**config.mk**
```make
export PLATFORM = sky130hd
export DESIGN_NAME = register_file_init_flat
export DESIGN_NICKNAME = d
export VERILOG_FILES = /design/src/rtl/register_file_init_pkg.sv /design/src/rtl/register_file_init_if.sv /design/src/rtl/register_file_init_read_port.sv /design/src/rtl/register_file_init.sv /design/src/flat_wrapper.sv
export SDC_FILE = /design/constraint.sdc
export NUM_CORES = 1
export LEC_CHECK = 0
export CELL_PAD_IN_SITES_DETAIL_PLACEMENT = 0
export CELL_PAD_IN_SITES_GLOBAL_PLACEMENT = 1
export CORE_UTILIZATION = 50
export DETAILED_ROUTE_END_ITERATION = 12
export DONT_BUFFER_PORTS = 1
export GPL_ROUTABILITY_DRIVEN = 0
export PLACE_DENSITY = 0.83
export SYNTH_ARGS = -nofsm -noshare
export SYNTH_HDL_FRONTEND = slang
export SYNTH_SLANG_ARGS = --single-unit
```
**constraint.sdc**
```tcl
create_clock -name clk -period 3.7 [get_ports clk]
set_clock_uncertainty 0.15 [all_clocks]
set_input_delay 0.925 -clock clk [delete_from_list [all_inputs] [get_ports clk]]
set_output_delay 0.925 -clock clk [all_outputs]
set_load 0.05 [all_outputs]
```
**src/rtl/register_file_init_pkg.sv**
```systemverilog
// Shared constants for the decode-stage register file: FSM state encoding and default sizes.
package register_file_init_pkg;

   localparam int DEF_DATA_WIDTH = 32;
   localparam int DEF_ADDR_WIDTH = 5;

   typedef enum logic {
      ST_INIT = 1'b0,
      ST_RUN  = 1'b1
   } state_t;

endpackage

```
**src/rtl/register_file_init_if.sv**
```systemverilog
// Read/write bus of the register file; the master drives indices and write data, the slave returns read data.
interface register_file_init_if
   import register_file_init_pkg::*;
#(
   parameter int DATA_WIDTH = DEF_DATA_WIDTH,
   parameter int ADDR_WIDTH = DEF_ADDR_WIDTH
);
   // No handshake: writes land on the edge when regWrite=1 and ready=1;
   // readData1/2 are combinational and only meaningful while ready=1.
   logic [ADDR_WIDTH-1:0] readRegister1;
   logic [ADDR_WIDTH-1:0] readRegister2;
   logic [ADDR_WIDTH-1:0] writeRegister;
   logic [DATA_WIDTH-1:0] writeData;
   logic                  regWrite;
   logic [DATA_WIDTH-1:0] readData1;
   logic [DATA_WIDTH-1:0] readData2;
   logic                  ready;
   state_t                dbg_state;

   modport master (
      output readRegister1, readRegister2, writeRegister, writeData, regWrite,
      input  readData1, readData2, ready, dbg_state
   );

   modport slave (
      input  readRegister1, readRegister2, writeRegister, writeData, regWrite,
      output readData1, readData2, ready, dbg_state
   );

endinterface

```
**src/rtl/register_file_init_read_port.sv**
```systemverilog
// One read port: gates output during init, hardwires entry 0, and forwards same-cycle write data.
module regfile_read_port #(
   parameter int DATA_WIDTH = 32,
   parameter int ADDR_WIDTH = 5,
   parameter bit ZERO_REG   = 1'b1,
   parameter bit BYPASS     = 1'b1
) (
   input  logic                  i_ready,
   input  logic [ADDR_WIDTH-1:0] i_raddr,
   input  logic [DATA_WIDTH-1:0] i_stored,
   input  logic                  i_we,
   input  logic [ADDR_WIDTH-1:0] i_waddr,
   input  logic [DATA_WIDTH-1:0] i_wdata,
   output logic [DATA_WIDTH-1:0] o_rdata
);

   always_comb begin
      o_rdata = i_stored;
      if (!i_ready) begin
         o_rdata = '0;
      end else if (ZERO_REG && (i_raddr == '0)) begin
         o_rdata = '0;
      end else if (BYPASS && i_we && (i_raddr == i_waddr)) begin
         o_rdata = i_wdata;
      end
   end

endmodule

```
**src/rtl/register_file_init.sv**
```systemverilog
// Parametrised register file that sweeps a known pattern into every entry after reset, one entry per clock.
module register_file_init
   import register_file_init_pkg::*;
#(
   parameter int DATA_WIDTH = DEF_DATA_WIDTH,
   parameter int ADDR_WIDTH = DEF_ADDR_WIDTH,
   parameter bit ZERO_REG   = 1'b1,
   parameter bit INIT_MODE  = 1'b1,
   parameter bit BYPASS     = 1'b1
) (
   input logic                 clk,
   input logic                 reset,
   register_file_init_if.slave bus
);

   localparam int DEPTH = 2 ** ADDR_WIDTH;

   state_t                r_state;
   state_t                w_state_next;
   logic [ADDR_WIDTH-1:0] r_cnt;
   logic [ADDR_WIDTH-1:0] w_cnt_next;
   logic                  w_init_we;
   logic                  w_run_we;
   logic                  w_ready;
   logic [DATA_WIDTH-1:0] w_init_val;
   logic [DATA_WIDTH-1:0] r_mem [DEPTH];

   always_ff @(posedge clk) begin
      if (reset) begin
         r_state <= ST_INIT;
         r_cnt   <= '0;
      end else begin
         r_state <= w_state_next;
         r_cnt   <= w_cnt_next;
      end
   end

   // The counter wraps to 0 on the edge that writes the last entry.
   always_comb begin
      w_state_next = r_state;
      w_cnt_next   = r_cnt;
      w_init_we    = 1'b0;
      case (r_state)
         ST_INIT: begin
            w_init_we  = 1'b1;
            w_cnt_next = r_cnt + ADDR_WIDTH'(1);
            if (r_cnt == '1) begin
               w_state_next = ST_RUN;
            end
         end
         ST_RUN: begin
            w_state_next = ST_RUN;
         end
         default: begin
            w_state_next = ST_INIT;
         end
      endcase
   end

   assign w_ready    = (r_state == ST_RUN);
   assign w_init_val = INIT_MODE ? DATA_WIDTH'(r_cnt) : '0;
   assign w_run_we   = w_ready && bus.regWrite &&
                       !(ZERO_REG && (bus.writeRegister == '0));

   // Storage has no reset of its own; reset only stalls the sweep.
   always_ff @(posedge clk) begin
      if (!reset) begin
         if (w_init_we) begin
            r_mem[r_cnt] <= w_init_val;
         end else if (w_run_we) begin
            r_mem[bus.writeRegister] <= bus.writeData;
         end
      end
   end

   regfile_read_port #(
      .DATA_WIDTH (DATA_WIDTH),
      .ADDR_WIDTH (ADDR_WIDTH),
      .ZERO_REG   (ZERO_REG),
      .BYPASS     (BYPASS)
   ) u_rd1 (
      .i_ready  (w_ready),
      .i_raddr  (bus.readRegister1),
      .i_stored (r_mem[bus.readRegister1]),
      .i_we     (bus.regWrite),
      .i_waddr  (bus.writeRegister),
      .i_wdata  (bus.writeData),
      .o_rdata  (bus.readData1)
   );

   regfile_read_port #(
      .DATA_WIDTH (DATA_WIDTH),
      .ADDR_WIDTH (ADDR_WIDTH),
      .ZERO_REG   (ZERO_REG),
      .BYPASS     (BYPASS)
   ) u_rd2 (
      .i_ready  (w_ready),
      .i_raddr  (bus.readRegister2),
      .i_stored (r_mem[bus.readRegister2]),
      .i_we     (bus.regWrite),
      .i_waddr  (bus.writeRegister),
      .i_wdata  (bus.writeData),
      .o_rdata  (bus.readData2)
   );

   assign bus.ready     = w_ready;
   assign bus.dbg_state = r_state;

endmodule

```
**src/flat_wrapper.sv**
```systemverilog
// flat-port wrapper written by rule: the top's interface ports become plain ports
module register_file_init_flat import register_file_init_pkg::*;
#(
   parameter int DATA_WIDTH = DEF_DATA_WIDTH,
   parameter int ADDR_WIDTH = DEF_ADDR_WIDTH,
   parameter bit ZERO_REG   = 1'b1,
   parameter bit INIT_MODE  = 1'b1,
   parameter bit BYPASS     = 1'b1
)
  (clk, reset, bus_readRegister1, bus_readRegister2, bus_writeRegister, bus_writeData, bus_regWrite, bus_readData1, bus_readData2, bus_ready, bus_dbg_state);
  register_file_init_if #(.DATA_WIDTH(DATA_WIDTH), .ADDR_WIDTH(ADDR_WIDTH)) bus_i ();
  input logic clk;
  input logic reset;
  input wire logic [$bits(bus_i.readRegister1)-1:0] bus_readRegister1;
  input wire logic [$bits(bus_i.readRegister2)-1:0] bus_readRegister2;
  input wire logic [$bits(bus_i.writeRegister)-1:0] bus_writeRegister;
  input wire logic [$bits(bus_i.writeData)-1:0] bus_writeData;
  input wire logic [$bits(bus_i.regWrite)-1:0] bus_regWrite;
  output wire logic [$bits(bus_i.readData1)-1:0] bus_readData1;
  output wire logic [$bits(bus_i.readData2)-1:0] bus_readData2;
  output wire logic [$bits(bus_i.ready)-1:0] bus_ready;
  output wire logic [$bits(bus_i.dbg_state)-1:0] bus_dbg_state;
  assign bus_i.readRegister1 = bus_readRegister1;
  assign bus_i.readRegister2 = bus_readRegister2;
  assign bus_i.writeRegister = bus_writeRegister;
  assign bus_i.writeData = bus_writeData;
  assign bus_i.regWrite = bus_regWrite;
  assign bus_readData1 = bus_i.readData1;
  assign bus_readData2 = bus_i.readData2;
  assign bus_ready = bus_i.ready;
  assign bus_dbg_state = bus_i.dbg_state;
  register_file_init #(.DATA_WIDTH(DATA_WIDTH), .ADDR_WIDTH(ADDR_WIDTH), .ZERO_REG(ZERO_REG), .INIT_MODE(INIT_MODE), .BYPASS(BYPASS)) u_core (.clk(clk), .reset(reset), .bus(bus_i));
endmodule
```
==> summary.md, run 1 <==
| Metric | Value |
|---|---|
| Hold path endpoint | `u_core.r_cnt[3]` |
| Max Freq | `203 MHz` |
| Share of cells above drive strength 1 | `32.7%` |
| Slew headroom | `-18.7%` |
| Tightest Pin Transition | `1.78 ns` |
| Clock sinks | `1030` |
| Post-Synthesis Net Count | `2903` |
| Register area share after synthesis | `62.7%` |
| HPWL Detailed | `89100 µm` |
| Die Width | `316 µm` |
| CTS Buf Count | `102` |
| Clock share of power | `41.9%` |
| GR Util All Layers | `31.6%` |
| Hold_sp | `reset` |
| Number of global-route vias before repair | `32100` |
| Setup violators final | `58` |
| YS warnings | `0` |
| Leakage Power | `18.3 nW` |
| Final WL | `159000 µm` |
| Final Max Tran Viols | `166` |
| R2r worst-path depth | `6` |
| Violated checks | `slew limit, setup timing` |
| Diodes inserted | `0` |
| Min-delay worst type | `input pin to flop` |
| Hold WS | `0.151 ns` |
| Worst Hold Path Cells | `1` |
| Final hold violation count | `0` |
| GRT overflow | `0` |
| Max cap viols | `0` |
| Initial antenna violation count | `5` |
| Worst setup EP type | `output pin` |
| Worst vdd ir | `0.453 mV` |
| TritonCTS clock tree | `done` |
| R2R setup slack | `0.42 ns` |
| CTS Buffer Depth | `3` |
| Latest clock arrival within the worst-skew pair | `0.69 ns` |
| Switching share of power | `21.2%` |
| I/O Pins | `116` |
| Total number of vias | `31800` |
| Async set-or-reset flop fraction in the synthesized netlist | `0%` |
| Hold_buf cts | `0` |
| Critical Path AT | `3.84 ns` |
| Worst path required time | `2.62 ns` |
| Final worst path period share | `133%` |
| RSZ-0062 raised after global routing | `yes` |
| Remaining antenna violation count | `0` |
| Vias per Instance | `7.28` |
| Number of flops mapped to enable cells by yosys | `1024` |
| Worst R2R Start | `u_core.bus.dbg_state` |
| DRC violations left | `0` |
| Final core utilization | `60.4%` |
| Sequential cell fraction of total power | `51.6%` |
| Pre-antenna DRT Iters | `5` |
| Status | `finished, violations left` |
| CP max FO | `354` |
| Global-route wire length before repair | `224000 µm` |
| DIE AREA | `99800 µm²` |
| Critical Path Start Type | `input pin` |
| Cell area after synthesis | `49300 µm²` |
| # fillers | `6746` |
| Area delta synth->final | `19.1%` |
| Min Tclk post-route | `4.92 ns` |
| Initial Util | `50.7%` |
| Die extent in y | `316 µm` |
| Wirelength per Cell | `36.4 µm` |
| H-tree depth | `3` |
| Clk slew on worst S/H paths | `0.06 ns` |
| Synthesized instance count | `2851` |
| CTS Root Buffer Type | `clkbuf_16` |
| Core Box Area | `97100 µm²` |
| Ys flop type | `edfxtp_1` |
| Iter 0 DRT Violations | `4593` |
| Critical path origin | `bus_readRegister1[0]` |
| Nets | `3064` |
| WS Path Type | `input pin to output pin` |
| Synth Register Bits | `1030` |
| Int Power | `19.6 mW` |
| Num rows | `114` |
| PD cells | `423 nW/µm²` |
| Post-synth cell types | `55` |
| Worst reg2reg endpoint | `u_core.r_mem[6][21]` |
| P_sw | `5.25 mW` |
| Combinational share of power | `6.5%` |
| Pin count of the biggest net entering global routing | `355` |
| Synth Area per Inst | `17.3 µm²` |
| Port buffer count | `0` |
| Final worst setup slack | `-1.22 ns` |
-- how the worst max path moves through the flow --
stage	depth (start not counted)	endpoint
2_1_floorplan	7	u_core.r_mem[26][0]
5_1_grt	6	bus_readData1[15]
6_report	6	bus_readData1[3]
3_3_place_gp	7	bus_readData1[13]
4_1_cts	6	bus_readData1[15]
3_5_place_dp	7	bus_readData1[13]
-- kinds of logic after synthesis --
| group | share of synthesized area, % |
|---|---|
| compound gates | 7.49 |
| buf+inv | 2.76 |
| flops | 62.7 |
| xor+xnor | 0.213 |
| mux | 24.5 |
| fa+ha+maj | 0.0508 |
| simple gates | 2.32 |
-- sequential cells by signal (all words and copies together), names as in the netlist --
name / flops
u_core.r_cnt: 5
u_core.bus.dbg_state: 1
u_core.r_mem: 1024
-- synth_stat cells, drive strengths merged, types with 5 or more instances --
cell type,count,area (µm²)
inv,5,18.8
xor2,9,78.8
buf,143,965
o221a,6,67.6
dfxtp,6,120
edfxtp,1024,30700
mux4,320,7210
nor2b,20,125
mux2,44,495
o2111ai,13,114
a211o,15,131
clkbuf,100,375
nor2,49,184
a21oi,33,165
nand2b,9,56.3
o221ai,74,648
a31oi,50,313
a22o,25,219
o21ai,119,596
a22oi,69,518
mux2i,436,4360
and3,12,75.1
nand3,21,110
o211a,24,240
o22ai,86,538
nand2,61,229
and2,45,282
-- timing repair --
item,4_1_cts,5_1_grt
resized for setup,77,138
gates cloned,0,1
pin swaps,25,57
setup buffers,1,12
setup endpoints to repair,51,64
-- power by group through the flow --
stage	clock network, mW	logic [mW]	registers (mW)
after floorplan	0	1.25	13.0
after global placement	0	1.40	13.0
after detailed placement	0	1.42	13.0
after CTS	10.4	1.49	12.8
after global routing	10.8	1.63	12.8
final	10.4	1.61	12.8
-- layout by cell type, fill, tap and decap left out, types with 12 or more instances in the layout --
cell / synthesis / layout
o21ai_0: 119 / 86
mux2_4: 0 / 17
nor2_4: 0 / 35
nand2_1: 61 / 59
nor2b_1: 20 / 17
o221ai_2: 0 / 17
a22o_1: 25 / 25
buf_6: 24 / 12
a31oi_4: 0 / 24
a211o_1: 15 / 15
o221ai_4: 0 / 18
buf_4: 49 / 154
a21oi_4: 0 / 17
o221ai_1: 74 / 39
o22ai_1: 86 / 86
mux2i_1: 436 / 433
and2_1: 45 / 44
buf_12: 0 / 130
mux4_2: 320 / 320
a22oi_1: 69 / 66
edfxtp_1: 1024 / 1024
clkbuf_16: 0 / 107
mux2_2: 44 / 27
clkinv_2: 0 / 14
clkinv_1: 0 / 24
o21ai_1: 0 / 16
o211a_1: 24 / 23
a31oi_1: 50 / 19
clkbuf_1: 100 / 23
nor2_1: 49 / 12
-- through the flow --
stage | cell area (µm²) | setup WS (ns) | TNS [ns] | std cells | power [mW]
global route | 58700 | -0.549 | -10.75 | 4369 | 25.2
global placement | 54200 | -0.315 | -3.45 | 4175 | 14.4
CTS | 57900 | -0.107 | -0.747 | 4359 | 24.7
floorplan | 49800 | -0.373 | -150.36 | 2851 | 14.3
finish | 58700 | -1.22 | -34.42 | 4369 | 24.8
detailed placement | 54200 | -0.340 | -4.34 | 4175 | 14.5
-- worst max-delay path, stage by stage --
cell and delay [ns]:
mux4_2 1.07, mux2_2 0.30, o221ai_2 0.20, o2111ai_1 0.18, o211a_1 0.19, buf_12 0.16
-- metal layers --
| layer | GRT usage, % | vias up | part of all wire, % |
|---|---|---|---|
| li1 | - | 12400 | - |
| met1 | 42.1 | 16400 | 36 |
| met2 | 48.4 | 2531 | 46 |
| met3 | 8.63 | 507 | 13 |
| met4 | 15.3 | 4 | 5.3 |
| met5 | 0 | - | 0.019 |
-- final cells by class --
cell class              instances  area, µm²  share of cell area [%]
flip-flops and latches       1030      30900                    52.6
multi-input cells            1573      18900                    32.2
repair buffers                300       3980                    6.78
clock buffers                 129       2740                    4.67
well taps                    1276       1600                    2.72
clock inverters                56        557                   0.949
inverters                       5       18.8                  0.0320
Note: power is estimated with default switching activity, not from simulation.
==> run 2, diff against run 1 <==
--- a/config.mk
+++ b/config.mk
@@ -8,6 +8,7 @@
 export CELL_PAD_IN_SITES_DETAIL_PLACEMENT = 0
 export CELL_PAD_IN_SITES_GLOBAL_PLACEMENT = 1
 export CORE_UTILIZATION = 50
+export CTS_CLUSTER_DIAMETER = 60
 export DETAILED_ROUTE_END_ITERATION = 12
 export DONT_BUFFER_PORTS = 1
 export GPL_ROUTABILITY_DRIVEN = 0
@@ -15,3 +16,4 @@
 export SYNTH_ARGS = -nofsm -noshare
 export SYNTH_HDL_FRONTEND = slang
 export SYNTH_SLANG_ARGS = --single-unit
+export TNS_END_PERCENT = 10
==> run 2 against run 1 <==
Effect of this change:
- the run ends with setup timing left
- critical path depth is the same
- total power decreased by 0.71%
- global-route usage down 0.78 points
- worst setup slack better by 0.40 ns
- via count shrank 0.81%
- die area is the same
- combinational power is 6% lower
- largest power group unchanged
- highest routed layer is now met4
==> summary.md, run 2 (synthesis results as in run 1) <==
| Metric | Value |
|---|---|
| Status | `finished, violations left` |
| Violated checks | `setup timing` |
| CTS Root Buffer Type | `clkbuf_16` |
| GRT overflow | `0` |
| Die Width | `316 µm` |
| Slew headroom | `12.9%` |
| DIE AREA | `99800 µm²` |
| Setup violators final | `64` |
| Num rows | `114` |
| HPWL Detailed | `87600 µm` |
| Total number of vias | `31600` |
| Min-delay worst type | `input pin to flop` |
| # fillers | `6944` |
| Worst path cell trace | `mux4_2, mux2_4, o221ai_4, o2111ai_2, o211a_1, buf_12` |
| Remaining antenna violation count | `0` |
| Buffers & Inverters on Critical Path | `1` |
| TritonCTS clock tree | `done` |
| R2R setup slack | `0.74 ns` |
| Initial antenna violation count | `4` |
| Port buffer count | `0` |
| I/O Pins | `116` |
| WS Path Type | `input pin to output pin` |
| Die extent in y | `316 µm` |
| Area of the multi-input gates | `18300 µm²` |
| Wirelength per Cell | `35.7 µm` |
| Tightest Pin Transition | `1.31 ns` |
| Global-route wire length before repair | `219000 µm` |
| CP peak stage delay | `0.89 ns` |
| Worst path required time | `2.62 ns` |
| Final WL | `155000 µm` |
| Latest clock arrival within the worst-skew pair | `0.68 ns` |
| Sequential cell area | `30900 µm²` |
| Setup TNS Final | `-30.10 ns` |
| Met3 GRT Util | `8.53%` |
| Worst Hold Path Cells | `1` |
| Critical path depth in cells | `6` |
| Max cap viols | `0` |
| Final worst path period share | `122%` |
| Pin count of the biggest net entering global routing | `355` |
| Critical Path Start Type | `input pin` |
| Total power | `24.6 mW` |
| Largest Register | `u_core.r_mem` |
| Critical Path AT | `3.44 ns` |
| PD cells | `432 nW/µm²` |
| CTS Buf Count | `101` |
| Max reg flops | `1024` |
| Share of cells above drive strength 1 | `30.9%` |
| Core Box Area | `97100 µm²` |
| Clk slew on worst S/H paths | `0.07 ns` |
| Crit-path slowest cell | `mux4_2` |
| Final worst setup slack | `-0.816 ns` |
| DP Worst Slack | `-0.229 ns` |
| Nets | `3031` |
| Final hold violation count | `0` |
| Pre-antenna DRT Iters | `6` |
| Most common cell after layout, fill and taps aside | `edfxtp_1` |
| CTS Buffer Depth | `3` |
| Number of global-route vias before repair | `31300` |
| Fin cells | `4346` |
| Area delta synth->final | `15.7%` |
| DRC violations left | `0` |
| Final core utilization | `58.7%` |
| Met1 Track Usage GR | `41.5%` |
| H-tree depth | `3` |
| Critical path's top delay family | `multiplexers` |
| Max Freq | `221 MHz` |
| R2r worst-path depth | `6` |
| Iter 0 DRT Violations | `4984` |
| RSZ-0062 raised after global routing | `yes` |
| Dpl cells | `4153` |
| Most Crowded Layer GR | `met2` |
| Leakage Power | `17.9 nW` |
| Clock sinks | `1030` |
| Min Tclk post-route | `4.52 ns` |
| Initial Util | `50.7%` |
| Final Max Tran Viols | `0` |
| GR Util All Layers | `30.9%` |
| M2 GR Usage | `46.8%` |
| Worst vdd ir | `0.394 mV` |
| Most frequent cells in the layout | `edfxtp_1, mux2i_1, mux4_2` |
| Hold_buf cts | `0` |
| Worst setup EP type | `output pin` |
| Vias per Instance | `7.26` |
| CP max FO | `354` |
-- run 2: cell types whose count changed in the layout (fill, tap and decap cells not counted), sizes merged --
| cell | before | now |
|---|---|---|
| diode | 0 | 9 |
| clkinvlp | 2 | 3 |
| clkbuf | 130 | 119 |
| clkinv | 41 | 52 |
| inv | 7 | 5 |
| buf | 299 | 268 |
-- run 2: power by group --
group          internal [mW]  total [mW]  switching (mW)
Combinational          0.770        1.51           0.738
Sequential              12.7        12.8          0.0388
Clock                   5.89        10.3            4.44
Total                   19.4        24.6            5.22
-- run 2: what timing repair did --
action                     in CTS  in global routing
pin swaps                      11                 53
setup endpoints to repair      44                 64
setup buffers                   0                  0
resized for setup              62                131
-- run 2: stage by stage --
step                instance area (µm²)  hold slack [ns]
floorplan                         49300            0.352
global placement                  52700            0.390
detailed placement                52700            0.410
CTS                               56200            0.137
global route                      57000            0.147
finish                            57000            0.156
-- run 2: worst paths after layout --
kind | from | end
setup reg to reg | u_core.bus.dbg_state | u_core.r_mem[18][13]
hold / removal | reset | u_core.r_cnt[3]
setup / recovery | bus_readRegister1[0] | bus_readData1[14]
hold reg to reg | u_core.r_cnt[3] | u_core.r_cnt[3]
-- run 2: area by class of cell --
cell class	instances	area share [%]
antenna	9	0.0395
clock buffer	119	4.67
clock inverter	66	1.09
inverter	5	0.0329
multi-input combinational	1573	32.1
sequential	1030	54.2
tap	1276	2.80
timing repair buffer	268	5.14
-- run 2: per-layer routing --
layer	wire, µm	vias up
li1	-	12300
met1	56100	16200
met2	70300	2535
met3	20800	477
met4	8060	0
met5	0	-
